[src/rtl/commit_queue_if.sv]
// Retire-event bus for commit_queue.
// master: retire source and commit consumer (drives in_*, out_ready).
// slave:  the queue itself (drives in_ready and the registered cmt_* slots).
interface commit_queue_if #(
    parameter int NCHAN = 2
);
    // Retire side
    logic                  in_valid;
    logic                  in_ready;
    logic [63:0]           in_pc;
    logic [31:0]           in_inst;
    logic                  in_wen;
    logic [4:0]            in_wdest;
    logic [63:0]           in_wdata;
    logic                  in_skip;
    logic [63:0]           in_a0;

    // Commit side, channel k in slice k
    logic                  out_ready;
    logic [NCHAN-1:0]      cmt_valid;
    logic [NCHAN*64-1:0]   cmt_pc;
    logic [NCHAN*32-1:0]   cmt_inst;
    logic [NCHAN-1:0]      cmt_wen;
    logic [NCHAN*8-1:0]    cmt_wdest;
    logic [NCHAN*64-1:0]   cmt_wdata;
    logic [NCHAN-1:0]      cmt_skip;

    modport master (
        output in_valid, in_pc, in_inst, in_wen, in_wdest, in_wdata, in_skip, in_a0,
        output out_ready,
        input  in_ready,
        input  cmt_valid, cmt_pc, cmt_inst, cmt_wen, cmt_wdest, cmt_wdata, cmt_skip
    );

    modport slave (
        input  in_valid, in_pc, in_inst, in_wen, in_wdest, in_wdata, in_skip, in_a0,
        input  out_ready,
        output in_ready,
        output cmt_valid, cmt_pc, cmt_inst, cmt_wen, cmt_wdest, cmt_wdata, cmt_skip
    );
endinterface

[src/rtl/commit_queue.sv]
// commit_queue: circular queue of retired instructions drained up to NCHAN
// per cycle into registered commit slots, with trap detection (opcode 7'h6b,
// code taken from a0[7:0]) and cycle / instruction counters that freeze once
// the trap has been committed.
//
// Optional build macro COMMIT_QUEUE_BYPASS_EN: an event arriving into an
// empty queue while the consumer is ready goes straight to commit slot 0 on
// the enqueue edge (1-cycle latency) instead of through the storage.
// Without it every event is written first and drained on a later edge.
//
// DEPTH must be a power of two and at least NCHAN; NCHAN is 1..4.
module commit_queue #(
    parameter int NCHAN = 2,
    parameter int DEPTH = 8
) (
    input  logic          clock,
    input  logic          reset,
    commit_queue_if.slave bus,
    output logic          trap_valid,
    output logic [7:0]    trap_code,
    output logic [63:0]   trap_pc,
    output logic [63:0]   cycle_cnt,
    output logic [63:0]   instr_cnt
);
    localparam int AW = (DEPTH > 1) ? $clog2(DEPTH) : 1;
    localparam int CW = $clog2(DEPTH + 1);
    localparam int NW = $clog2(NCHAN + 1);
    localparam logic [6:0] TRAP_OPCODE = 7'h6b;

    // Entry storage; validity is defined by the pointers, so no reset needed
    logic [63:0] q_pc    [DEPTH];
    logic [31:0] q_inst  [DEPTH];
    logic        q_wen   [DEPTH];
    logic [4:0]  q_wdest [DEPTH];
    logic [63:0] q_wdata [DEPTH];
    logic        q_skip  [DEPTH];
    logic        q_trap  [DEPTH];
    logic [7:0]  q_code  [DEPTH];

    // Queue control
    logic [AW-1:0] rd_ptr;
    logic [AW-1:0] wr_ptr;
    logic [CW-1:0] count;
    logic          trap_enq;

    // Registered commit slots
    logic [NCHAN-1:0]    cmt_valid_r;
    logic [NCHAN*64-1:0] cmt_pc_r;
    logic [NCHAN*32-1:0] cmt_inst_r;
    logic [NCHAN-1:0]    cmt_wen_r;
    logic [NCHAN*8-1:0]  cmt_wdest_r;
    logic [NCHAN*64-1:0] cmt_wdata_r;
    logic [NCHAN-1:0]    cmt_skip_r;

    // Per-cycle decisions
    logic          in_ready_c;
    logic          in_trap;
    logic          enq_fire;
    logic          byp;
    logic          enq;
    logic [NW-1:0] drain_n;
    logic          drain_trap;
    logic [AW-1:0] trap_idx;
    logic [AW-1:0] rd_idx [NCHAN];
    logic [NW-1:0] n_eff;
    logic          trap_fire;
    logic [7:0]    trap_code_nx;
    logic [63:0]   trap_pc_nx;

    // Only a0[7:0] is ever kept as the trap code
    logic unused_a0;
    assign unused_a0 = ^bus.in_a0[63:8];

    // Modular pointer advance; a constant power-of-two modulus reduces to a mask
    function automatic logic [AW-1:0] ptr_add(input logic [AW-1:0] p, input int inc);
        ptr_add = AW'((int'(p) + inc) % DEPTH);
    endfunction

    // Once a trap has been accepted nothing younger may enter the queue
    assign in_ready_c = (count < CW'(DEPTH)) && !trap_enq;
    assign in_trap    = (bus.in_inst[6:0] == TRAP_OPCODE);
    assign enq_fire   = bus.in_valid && in_ready_c;

`ifdef COMMIT_QUEUE_BYPASS_EN
    assign byp = enq_fire && bus.out_ready && (count == '0);
`else
    assign byp = 1'b0;
`endif

    assign enq = enq_fire && !byp;

    // Pick the oldest min(count, NCHAN) entries, cutting the group after a trap
    always_comb begin
        drain_n    = '0;
        drain_trap = 1'b0;
        trap_idx   = rd_ptr;
        for (int k = 0; k < NCHAN; k++) begin
            rd_idx[k] = ptr_add(rd_ptr, k);
        end
        for (int k = 0; k < NCHAN; k++) begin
            if (!drain_trap && (k < int'(count))) begin
                drain_n = drain_n + NW'(1);
                if (q_trap[rd_idx[k]]) begin
                    drain_trap = 1'b1;
                    trap_idx   = rd_idx[k];
                end
            end
        end
        if (!bus.out_ready) begin
            drain_n    = '0;
            drain_trap = 1'b0;
        end
    end

    // Merge the bypass path with the queue path for slots, trap and counters
    always_comb begin
        n_eff        = drain_n;
        trap_fire    = drain_trap;
        trap_code_nx = q_code[trap_idx];
        trap_pc_nx   = q_pc[trap_idx];
        if (byp) begin
            n_eff        = NW'(1);
            trap_fire    = in_trap;
            trap_code_nx = bus.in_a0[7:0];
            trap_pc_nx   = bus.in_pc;
        end
    end

    // Write accepted events into storage at the write pointer
    always_ff @(posedge clock) begin
        if (enq) begin
            q_pc[wr_ptr]    <= bus.in_pc;
            q_inst[wr_ptr]  <= bus.in_inst;
            q_wen[wr_ptr]   <= bus.in_wen;
            q_wdest[wr_ptr] <= bus.in_wdest;
            q_wdata[wr_ptr] <= bus.in_wdata;
            q_skip[wr_ptr]  <= bus.in_skip;
            q_trap[wr_ptr]  <= in_trap;
            q_code[wr_ptr]  <= bus.in_a0[7:0];
        end
    end

    // Pointer, occupancy and trap-accepted bookkeeping
    always_ff @(posedge clock or negedge reset) begin
        if (!reset) begin
            rd_ptr   <= '0;
            wr_ptr   <= '0;
            count    <= '0;
            trap_enq <= 1'b0;
        end else begin
            if (enq) begin
                wr_ptr <= ptr_add(wr_ptr, 1);
            end
            rd_ptr <= ptr_add(rd_ptr, int'(drain_n));
            count  <= count + CW'(enq) - CW'(drain_n);
            if (enq_fire && in_trap) begin
                trap_enq <= 1'b1;
            end
        end
    end

    // Load commit slots in age order when the consumer is ready, else hold
    always_ff @(posedge clock or negedge reset) begin
        if (!reset) begin
            cmt_valid_r <= '0;
            cmt_pc_r    <= '0;
            cmt_inst_r  <= '0;
            cmt_wen_r   <= '0;
            cmt_wdest_r <= '0;
            cmt_wdata_r <= '0;
            cmt_skip_r  <= '0;
        end else if (bus.out_ready) begin
            for (int k = 0; k < NCHAN; k++) begin
                cmt_valid_r[k] <= (k < int'(n_eff));
                if (byp && (k == 0)) begin
                    cmt_pc_r[k*64 +: 64]   <= bus.in_pc;
                    cmt_inst_r[k*32 +: 32] <= bus.in_inst;
                    cmt_wen_r[k]           <= bus.in_wen;
                    cmt_wdest_r[k*8 +: 8]  <= {3'b000, bus.in_wdest};
                    cmt_wdata_r[k*64 +: 64] <= bus.in_wdata;
                    cmt_skip_r[k]          <= bus.in_skip;
                end else if (k < int'(drain_n)) begin
                    cmt_pc_r[k*64 +: 64]   <= q_pc[rd_idx[k]];
                    cmt_inst_r[k*32 +: 32] <= q_inst[rd_idx[k]];
                    cmt_wen_r[k]           <= q_wen[rd_idx[k]];
                    cmt_wdest_r[k*8 +: 8]  <= {3'b000, q_wdest[rd_idx[k]]};
                    cmt_wdata_r[k*64 +: 64] <= q_wdata[rd_idx[k]];
                    cmt_skip_r[k]          <= q_skip[rd_idx[k]];
                end
            end
        end
    end

    // Sticky trap report captured on the edge the trap entry commits
    always_ff @(posedge clock or negedge reset) begin
        if (!reset) begin
            trap_valid <= 1'b0;
            trap_code  <= '0;
            trap_pc    <= '0;
        end else if (!trap_valid && trap_fire) begin
            trap_valid <= 1'b1;
            trap_code  <= trap_code_nx;
            trap_pc    <= trap_pc_nx;
        end
    end

    // Cycle and retired-instruction counters, frozen after the trap commits
    always_ff @(posedge clock or negedge reset) begin
        if (!reset) begin
            cycle_cnt <= '0;
            instr_cnt <= '0;
        end else if (!trap_valid) begin
            cycle_cnt <= cycle_cnt + 64'd1;
            instr_cnt <= instr_cnt + 64'(n_eff);
        end
    end

    assign bus.in_ready  = in_ready_c;
    assign bus.cmt_valid = cmt_valid_r;
    assign bus.cmt_pc    = cmt_pc_r;
    assign bus.cmt_inst  = cmt_inst_r;
    assign bus.cmt_wen   = cmt_wen_r;
    assign bus.cmt_wdest = cmt_wdest_r;
    assign bus.cmt_wdata = cmt_wdata_r;
    assign bus.cmt_skip  = cmt_skip_r;
endmodule

[src/flat_wrapper.sv]
// flat-port wrapper written by rule: the top's interface ports become plain ports
module commit_queue_flat 
#(
    parameter int NCHAN = 2,
    parameter int DEPTH = 8
)
  (clock, reset, trap_valid, trap_code, trap_pc, cycle_cnt, instr_cnt, bus_in_valid, bus_in_pc, bus_in_inst, bus_in_wen, bus_in_wdest, bus_in_wdata, bus_in_skip, bus_in_a0, bus_out_ready, bus_in_ready, bus_cmt_valid, bus_cmt_pc, bus_cmt_inst, bus_cmt_wen, bus_cmt_wdest, bus_cmt_wdata, bus_cmt_skip);
  commit_queue_if #(.NCHAN(NCHAN)) bus_i ();
  input  logic clock;
  input  logic reset;
  output logic trap_valid;
  output logic [7:0] trap_code;
  output logic [63:0] trap_pc;
  output logic [63:0] cycle_cnt;
  output logic [63:0] instr_cnt;
  input wire logic [$bits(bus_i.in_valid)-1:0] bus_in_valid;
  input wire logic [$bits(bus_i.in_pc)-1:0] bus_in_pc;
  input wire logic [$bits(bus_i.in_inst)-1:0] bus_in_inst;
  input wire logic [$bits(bus_i.in_wen)-1:0] bus_in_wen;
  input wire logic [$bits(bus_i.in_wdest)-1:0] bus_in_wdest;
  input wire logic [$bits(bus_i.in_wdata)-1:0] bus_in_wdata;
  input wire logic [$bits(bus_i.in_skip)-1:0] bus_in_skip;
  input wire logic [$bits(bus_i.in_a0)-1:0] bus_in_a0;
  input wire logic [$bits(bus_i.out_ready)-1:0] bus_out_ready;
  output wire logic [$bits(bus_i.in_ready)-1:0] bus_in_ready;
  output wire logic [$bits(bus_i.cmt_valid)-1:0] bus_cmt_valid;
  output wire logic [$bits(bus_i.cmt_pc)-1:0] bus_cmt_pc;
  output wire logic [$bits(bus_i.cmt_inst)-1:0] bus_cmt_inst;
  output wire logic [$bits(bus_i.cmt_wen)-1:0] bus_cmt_wen;
  output wire logic [$bits(bus_i.cmt_wdest)-1:0] bus_cmt_wdest;
  output wire logic [$bits(bus_i.cmt_wdata)-1:0] bus_cmt_wdata;
  output wire logic [$bits(bus_i.cmt_skip)-1:0] bus_cmt_skip;
  assign bus_i.in_valid = bus_in_valid;
  assign bus_i.in_pc = bus_in_pc;
  assign bus_i.in_inst = bus_in_inst;
  assign bus_i.in_wen = bus_in_wen;
  assign bus_i.in_wdest = bus_in_wdest;
  assign bus_i.in_wdata = bus_in_wdata;
  assign bus_i.in_skip = bus_in_skip;
  assign bus_i.in_a0 = bus_in_a0;
  assign bus_i.out_ready = bus_out_ready;
  assign bus_in_ready = bus_i.in_ready;
  assign bus_cmt_valid = bus_i.cmt_valid;
  assign bus_cmt_pc = bus_i.cmt_pc;
  assign bus_cmt_inst = bus_i.cmt_inst;
  assign bus_cmt_wen = bus_i.cmt_wen;
  assign bus_cmt_wdest = bus_i.cmt_wdest;
  assign bus_cmt_wdata = bus_i.cmt_wdata;
  assign bus_cmt_skip = bus_i.cmt_skip;
  commit_queue #(.NCHAN(NCHAN), .DEPTH(DEPTH)) u_core (.clock(clock), .reset(reset), .bus(bus_i), .trap_valid(trap_valid), .trap_code(trap_code), .trap_pc(trap_pc), .cycle_cnt(cycle_cnt), .instr_cnt(instr_cnt));
endmodule
[config.mk]
export PLATFORM = sky130hd
export DESIGN_NAME = commit_queue_flat
export DESIGN_NICKNAME = d
export VERILOG_FILES = /design/src/rtl/commit_queue_if.sv /design/src/rtl/commit_queue.sv /design/src/flat_wrapper.sv
export SDC_FILE = /design/constraint.sdc
export NUM_CORES = 2
export LEC_CHECK = 0
export BUFFER_PORTS_ARGS = -buffer_cell sky130_fd_sc_hd__clkbuf_2
export CORE_UTILIZATION = 50
export CTS_CLUSTER_DIAMETER = 150
export DETAILED_ROUTE_END_ITERATION = 16
export PLACE_DENSITY_LB_ADDON = 0.12
export SLEW_MARGIN = 30
export SYNTH_ARGS = -nofsm -noshare
export SYNTH_HDL_FRONTEND = slang
export SYNTH_SLANG_ARGS = --single-unit
[constraint.sdc]
create_clock -name clock -period 16.7 [get_ports clock]
set_input_delay 3.34 -clock clock [delete_from_list [all_inputs] [get_ports clock]]
set_output_delay 3.34 -clock clock [all_outputs]
set_load 0.01 [all_outputs]
# After elaboration in Yosys (flattened, before gate mapping)
# Memory sizes are Yosys's and may differ from the RTL's. A register that Yosys moved wholly into a read port is not among the register bits.
# Index checks and enable logic that the tools add are counted.
word_totals:
  ff_bits: 142
  ram_bits: 1408
  output_inout_bits: 544
  mem_count: 8
op_classes:
  add_sub_neg: 8
  magnitude_cmp: 5
  n_eq_ne: 1
  muxes: 12
  n_reduce_logical: 24
memory_table:
  columns: ["memory", "words", "word_bits", "read_ports", "rd_ports_with_merged_regs", "write_ports", "line_no", "text"]
  rows:
  - ["u_core.q_pc", 8, 64, 3, 3, 1, "commit_queue.sv:31", "logic [63:0] q_pc [DEPTH];"]
  - ["u_core.q_wdata", 8, 64, 2, 2, 1, "commit_queue.sv:35", "logic [63:0] q_wdata [DEPTH];"]
  - ["u_core.q_inst", 8, 32, 2, 2, 1, "commit_queue.sv:32", "logic [31:0] q_inst [DEPTH];"]
  - ["u_core.q_code", 8, 8, 1, 1, 1, "commit_queue.sv:38", "logic [7:0] q_code [DEPTH];"]
  - ["u_core.q_wdest", 8, 5, 2, 2, 1, "commit_queue.sv:34", "logic [4:0] q_wdest [DEPTH];"]
  - ["u_core.q_skip", 8, 1, 2, 2, 1, "commit_queue.sv:36", "logic q_skip [DEPTH];"]
  - ["+2 memories", null, null, null, null, null, null, null]
op_table:
  columns: ["op", "count"]
  rows:
  - ["64-bit by 1-bit adder with 64-bit output (second input constant)", 1]
  - ["64-bit by 2-bit adder with 64-bit output", 1]
  - ["1-bit zero test", 17]
  - ["1-bit by 4-bit less-than comparator with 1-bit output (first input constant)", 2]
  - ["1-bit 2-to-1 mux", 8]
  - ["7-bit == test (second input constant)", 1]
  - ["3-bit by 1-bit adder with 3-bit output (second input constant)", 2]
  - ["3-bit 2-to-1 mux", 2]
  - ["1-bit logical AND", 5]
  - ["4-bit by 1-bit adder with 4-bit output", 1]
  - ["1-bit by 2-bit less-than comparator with 1-bit output (first input constant)", 2]
  - ["4-bit less-than comparator (second input constant)", 1]
  - ["2-bit 2-to-1 mux", 2]
  - ["2-bit AND reduction", 2]
  - ["4-bit by 2-bit subtractor with 4-bit output", 1]
  - ["3-bit by 2-bit adder with 3-bit output", 1]
  - ["2-bit by 1-bit adder with 2-bit output (second input constant)", 1]

# Logic depth before layout (Yosys ltp)
# An unclocked memory read counts as a cell.
logic_depth:
  word_depth: 9
  depth_mapped: 18

# Least setup slack after synthesis
# No wires, ideal clock.
synth_path:
  path_type: "input port to flip-flop"
  start: "input bus_in_valid"
  end: "memory u_core.q_code[0][0] (enable)"
  setup_time_ps: 1142
  t_arrival_ps: 20043
  required_ps: 15558
  slack_ps: -4485
  path_stages: 2
  cell_sequence: "nand2_1 > nor4_1"
synth_via:
  elab_chain_cells: 3
synth_rtl:
  columns: ["element", "line_no", "text"]
  rows:
  - ["from (decl)", "flat_wrapper.sv:16", "input wire logic [$bits(bus_i.in_valid)-1:0] bus_in_valid;"]
  - ["1-bit logical AND", "commit_queue.sv:82", "assign enq_fire = bus.in_valid && in_ready_c;"]
  - ["1-bit 2-to-1 mux", "commit_queue.sv:131", "if (enq) begin"]
  - ["1-bit 2-to-1 mux (not written as such)", "commit_queue.sv:139", "q_code[wr_ptr] <= bus.in_a0[7:0];"]
  - ["to (decl)", "commit_queue.sv:38", null]
# No other way between the ends.

# Worst setup path after layout
layout_path:
  start: "register u_core.rd_ptr[0]"
  end: "register u_core.trap_pc[60], read port of u_core.q_pc"
layout_via:
  elab_chain_cells: 8
  elab_cells_between_ends: 12
  classes_between: "add/sub (1); mux (7); reduce/logical (3); memory (1)"
layout_rtl:
  columns: ["element", "line_no", "text"]
  rows:
  - ["from (decl)", "commit_queue.sv:41", "logic [AW-1:0] rd_ptr;"]
  - ["from (signal assigned)", "commit_queue.sv:154", "rd_ptr <= ptr_add(rd_ptr, int'(drain_n));"]
  - ["parallel branches: the longest is 8 deep, another holds 3-bit by 1-bit adder with 3-bit output", null, null]
  - ["to (decl)", "commit_queue.sv:21", "output logic [63:0] trap_pc,"]
# Several ways; the timed one is not identified.
# A chain may end at the register's enable or synchronous reset.

==> results.tsv <==
stage	metric	value	unit
clock_tree	post-CTS sizing	0	
worst_hold_path	Hold Path Class	flip-flop to flip-flop	
sta	Worst slew margin	30.2	%
pwr	total power	20400	uW
logic_synthesis	largest area contributor in the netlist	edfxtp_1	
setup_path	FF-to-FF setup slack	9.22	ns
setup_path	CP max-delay cell	ha_4	
sta	post-route setup slack	9.22	ns
logic_synthesis	top-area cell type share of the netlist area	47.9	%
finish	share of cells above drive strength 1	30.0	%
sta	setup_tns	0	ns
logic_synthesis	synthesized cell area	88200	um2
sta	fmax	0.134	GHz
logic_synthesis	count leader, synth	edfxtp_1	
placed_design	GPL Wtd Cong	0.800	
logic_synthesis	count of flip-flops with a built-in enable after synthesis	1408	
route	Vias	53355	
logic_synthesis	yosys warns	0	
setup_path	Critical Path RT	17.36	ns
global_route	Tot GR Track Use	26.9	%
sta	clk_skew	0.0482	ns
route	drt total wl	241000	um
clock_tree	buffers inserted by post-CTS timing repair	0	
setup_path	Most common cell on crit path	buf_4	
setup_path	Critical Path Start Type	flip-flop	
logic_synthesis	post-synthesis cell count	5305	
setup_path	FF-to-FF End	u_core.trap_pc[60]	
clock_tree	maximum clock path buffer count	3	
route	drc violations	0	
clock_tree	H-tree depth	4	
sta	actual slew at the worst max-slew pin	1.05	ns
floorplanning	Initial Util	50.5	%
pwr	leakage power	0.0373	uW
clock_tree	Clk Latency, worst-skew pair	0.87	ns
setup_path	R2R Path Start	u_core.rd_ptr[0]	
floorplanning	die area	178000	um2
sta	Hold Violations, Final	0	
setup_path	CP Data Arrival Time	8.14	ns
finish	fill cell count	13571	
route	wire length per cell	28.6	um
finish	register area	56000	um2
finish	fin nets	6167	
global_route	vias in the first global route	53939	
worst_hold_path	Hold Crit Start	u_core.trap_enq	
worst_hold_path	Worst Hold Endpoint	u_core.trap_enq	
global_route	first-pass GRT wire length	354000	um
floorplanning	Die H	422	um
sta	fin. max-slew vios	0	
route	DRT Pass-1 Iters	6	
logic_synthesis	dominant cells by area after synthesis	edfxtp_1 (48%), mux4_2 (17%), dfrtp_1 (16%)	
logic_synthesis	Post-synth ARST share	28.0	%
clock_tree	CTS Buf Count	203	
global_route	GR Overflow Total	0	
clock_tree	CTS Sinks	1956	
setup_path	WP buf/inv	3	
route	Initial DRC Count	4523	
pwr	power per cell area	201	nW/um2
logic_synthesis	Post-synth top cells	edfxtp_1 (1408), mux4_2 (670), dfrtp_1 (548), nand2_1 (545), mux2i_1 (411)	
sta	Period Utilization, post-route	44.8	%
finish	area of the multi-input gates	30600	um2
sta	fin crit period	7.48	ns
route	Vias/cell	6.32	
sta	Final setup viols	0	
logic_synthesis	Syn Area/Cell	16.6	um2
placed_design	hpwl dp	140000	um
finish	area grow syn2layout	14.8	%
setup_path	Crit. End Element	flip-flop	
placed_design	pre-CTS setup slack	8.84	ns
floorplanning	row count	153	
setup_path	r2r worst-path depth	10	
clock_tree	CTS tree	done	
setup_path	WS Path Type	flip-flop to flip-flop	
logic_synthesis	Seq/Total Area, Yosys	63.5	%
job	Max-cap violations	0	
floorplanning	# IOs	779	
setup_path	launch point of the critical path	u_core.rd_ptr[0]	
floorplanning	core area	175000	um2
setup_path	slowest stage delay, CP	0.98	ns
global_route	initial antenna violation count	32	
placed_design	PortBufs	716	
logic_synthesis	ys flop type	edfxtp_1	
setup_path	crit path cell chain	ha_4 > buf_4 > mux4_2 > mux2i_1 > a211oi_2 > o21a_4 > buf_4 > nor2b_4 > buf_4 > a211oi_1	
pwr	Max IR drop VDD	0.000226	V
clock_tree	hold-fix buffers at CTS	0	
logic_synthesis	library cells used by synthesis	58	
clock_tree	clock root buffer	clkbuf_16	
route	ANT nets after route	0	
floorplanning	Die X	422	um
setup_path	Worst Path Max Fanout	54	
sta	RSZ-0062 raised after global routing	no	
outcome	status	finished clean	
logic_synthesis	#FFs+latches synth	1956	
worst_hold_path	cell depth of the worst min-delay path	1	
setup_path	crit-path leading delay family	buffers and inverters	
clock_tree	Reg clk slew, reported paths	0.06	ns
global_route	pin count of the biggest net entering global routing	187	
## placed cells by master, fill, tap and decap left out, types with 12 or more instances in the layout
master     count
xor2_1        35
and3_1        89
mux4_2       670
bufinv_16     13
buf_12        15
diode_2       22
a22o_1        72
xnor2_1       94
clkbuf_2     715
mux2i_1      411
nand3_1       42
clkbuf_1      60
ha_1          12
dfrtp_1      545
buf_6         14
o21ai_0      337
o2bb2ai_1     72
a211oi_1      72
o221ai_1     288
buf_4         63
clkbuf_8      24
nand4_1       24
nand2_1      543
nor2_1        39
edfxtp_1    1408
clkinv_1      30
clkinv_2      34
clkbuf_16    205
inv_1         23
## worst max path at each step
stage,endpoint,slack [ns],cells after the start
after floorplan,u_core.q_code[4][0],0.17,4
after global placement,u_core.trap_pc[55],8.86,10
after detailed placement,u_core.trap_pc[60],8.84,10
after CTS,u_core.trap_pc[60],8.80,10
after global routing,u_core.trap_pc[60],8.97,10
final,u_core.trap_pc[60],9.22,10
## worst register-to-register path: cells and delay by family, from the launching register on
| family | cells | cell delay [ns] |
|---|---|---|
| buffers and inverters | 3 | 2.57 |
| AO/OA/AOI/OAI | 3 | 1.66 |
| adder cells (fa/ha/maj) | 1 | 0.99 |
| AND/OR/NAND/NOR | 1 | 0.89 |
| flip-flops | 1 | 0.66 |
| multiplexers | 2 | 0.52 |
## layout make-up
type                    count  share of cell area [%]
diodes                     22                  0.0544
clock buffers             289                    5.62
clock inverters            96                   0.969
inverters                  24                  0.0915
multi-input cells        2911                    30.3
flip-flops and latches   1956                    55.3
well taps                2325                    2.87
repair buffers            820                    4.78
## per-layer routing
metal	wire length (um)	vias to the layer above	share of wire, %	global-route usage, %
li1	-	22876	-	-
met1	95300	27932	39	34.8
met2	120000	2042	50	44.4
met3	15100	489	6.3	4.32
met4	11000	16	4.5	13.2
met5	92	-	0.038	0
## per-stage QoR
stage / cell area (um2) / utilization (%) / cells / hold slack, ns
final: 101000 / 58.0 / 8443 / 0.468
after global routing: 101000 / 58.0 / 8439 / 0.496
after CTS: 101000 / 57.9 / 8416 / 0.465
after detailed placement: 94300 / 54.0 / 8031 / 0.447
after global placement: 94000 / 53.9 / 8020 / 0.443
after floorplan: 88200 / - / 5310 / 0.428
## flip-flops by register name, summed over array words and instances, names as in the netlist, 10 cells and up
signal                cells
u_core.q_wdest           40
u_core.q_code            64
u_core.bus.cmt_pc       128
u_core.q_wdata          512
u_core.bus.cmt_wdata    128
u_core.bus.cmt_inst      64
u_core.bus.cmt_wdest     10
u_core.cycle_cnt         64
u_core.instr_cnt         64
u_core.q_pc             512
u_core.q_inst           256
u_core.trap_pc           64
## power by group
| group | switching, uW | internal (uW) | total, uW |
|---|---|---|---|
| Sequential | 564 | 6100 | 6660 |
| Clock | 1910 | 2580 | 4490 |
| Combinational | 5270 | 3940 | 9200 |
| Total | 7740 | 12600 | 20400 |
## cells by family (layout without fill, tap and decap cells)
kind of cell,Yosys count,count (layout),synth area share (%)
compound gates,854,854,6.93
xor+xnor,133,133,1.35
fa+ha+maj,16,16,0.253
buf+inv,443,1229,1.99
flops,1956,1956,63.5
mux,1084,1084,21.8
other cells,1,28,0.00425
simple gates,818,818,4.17
(Power assumes the default switching activity.)
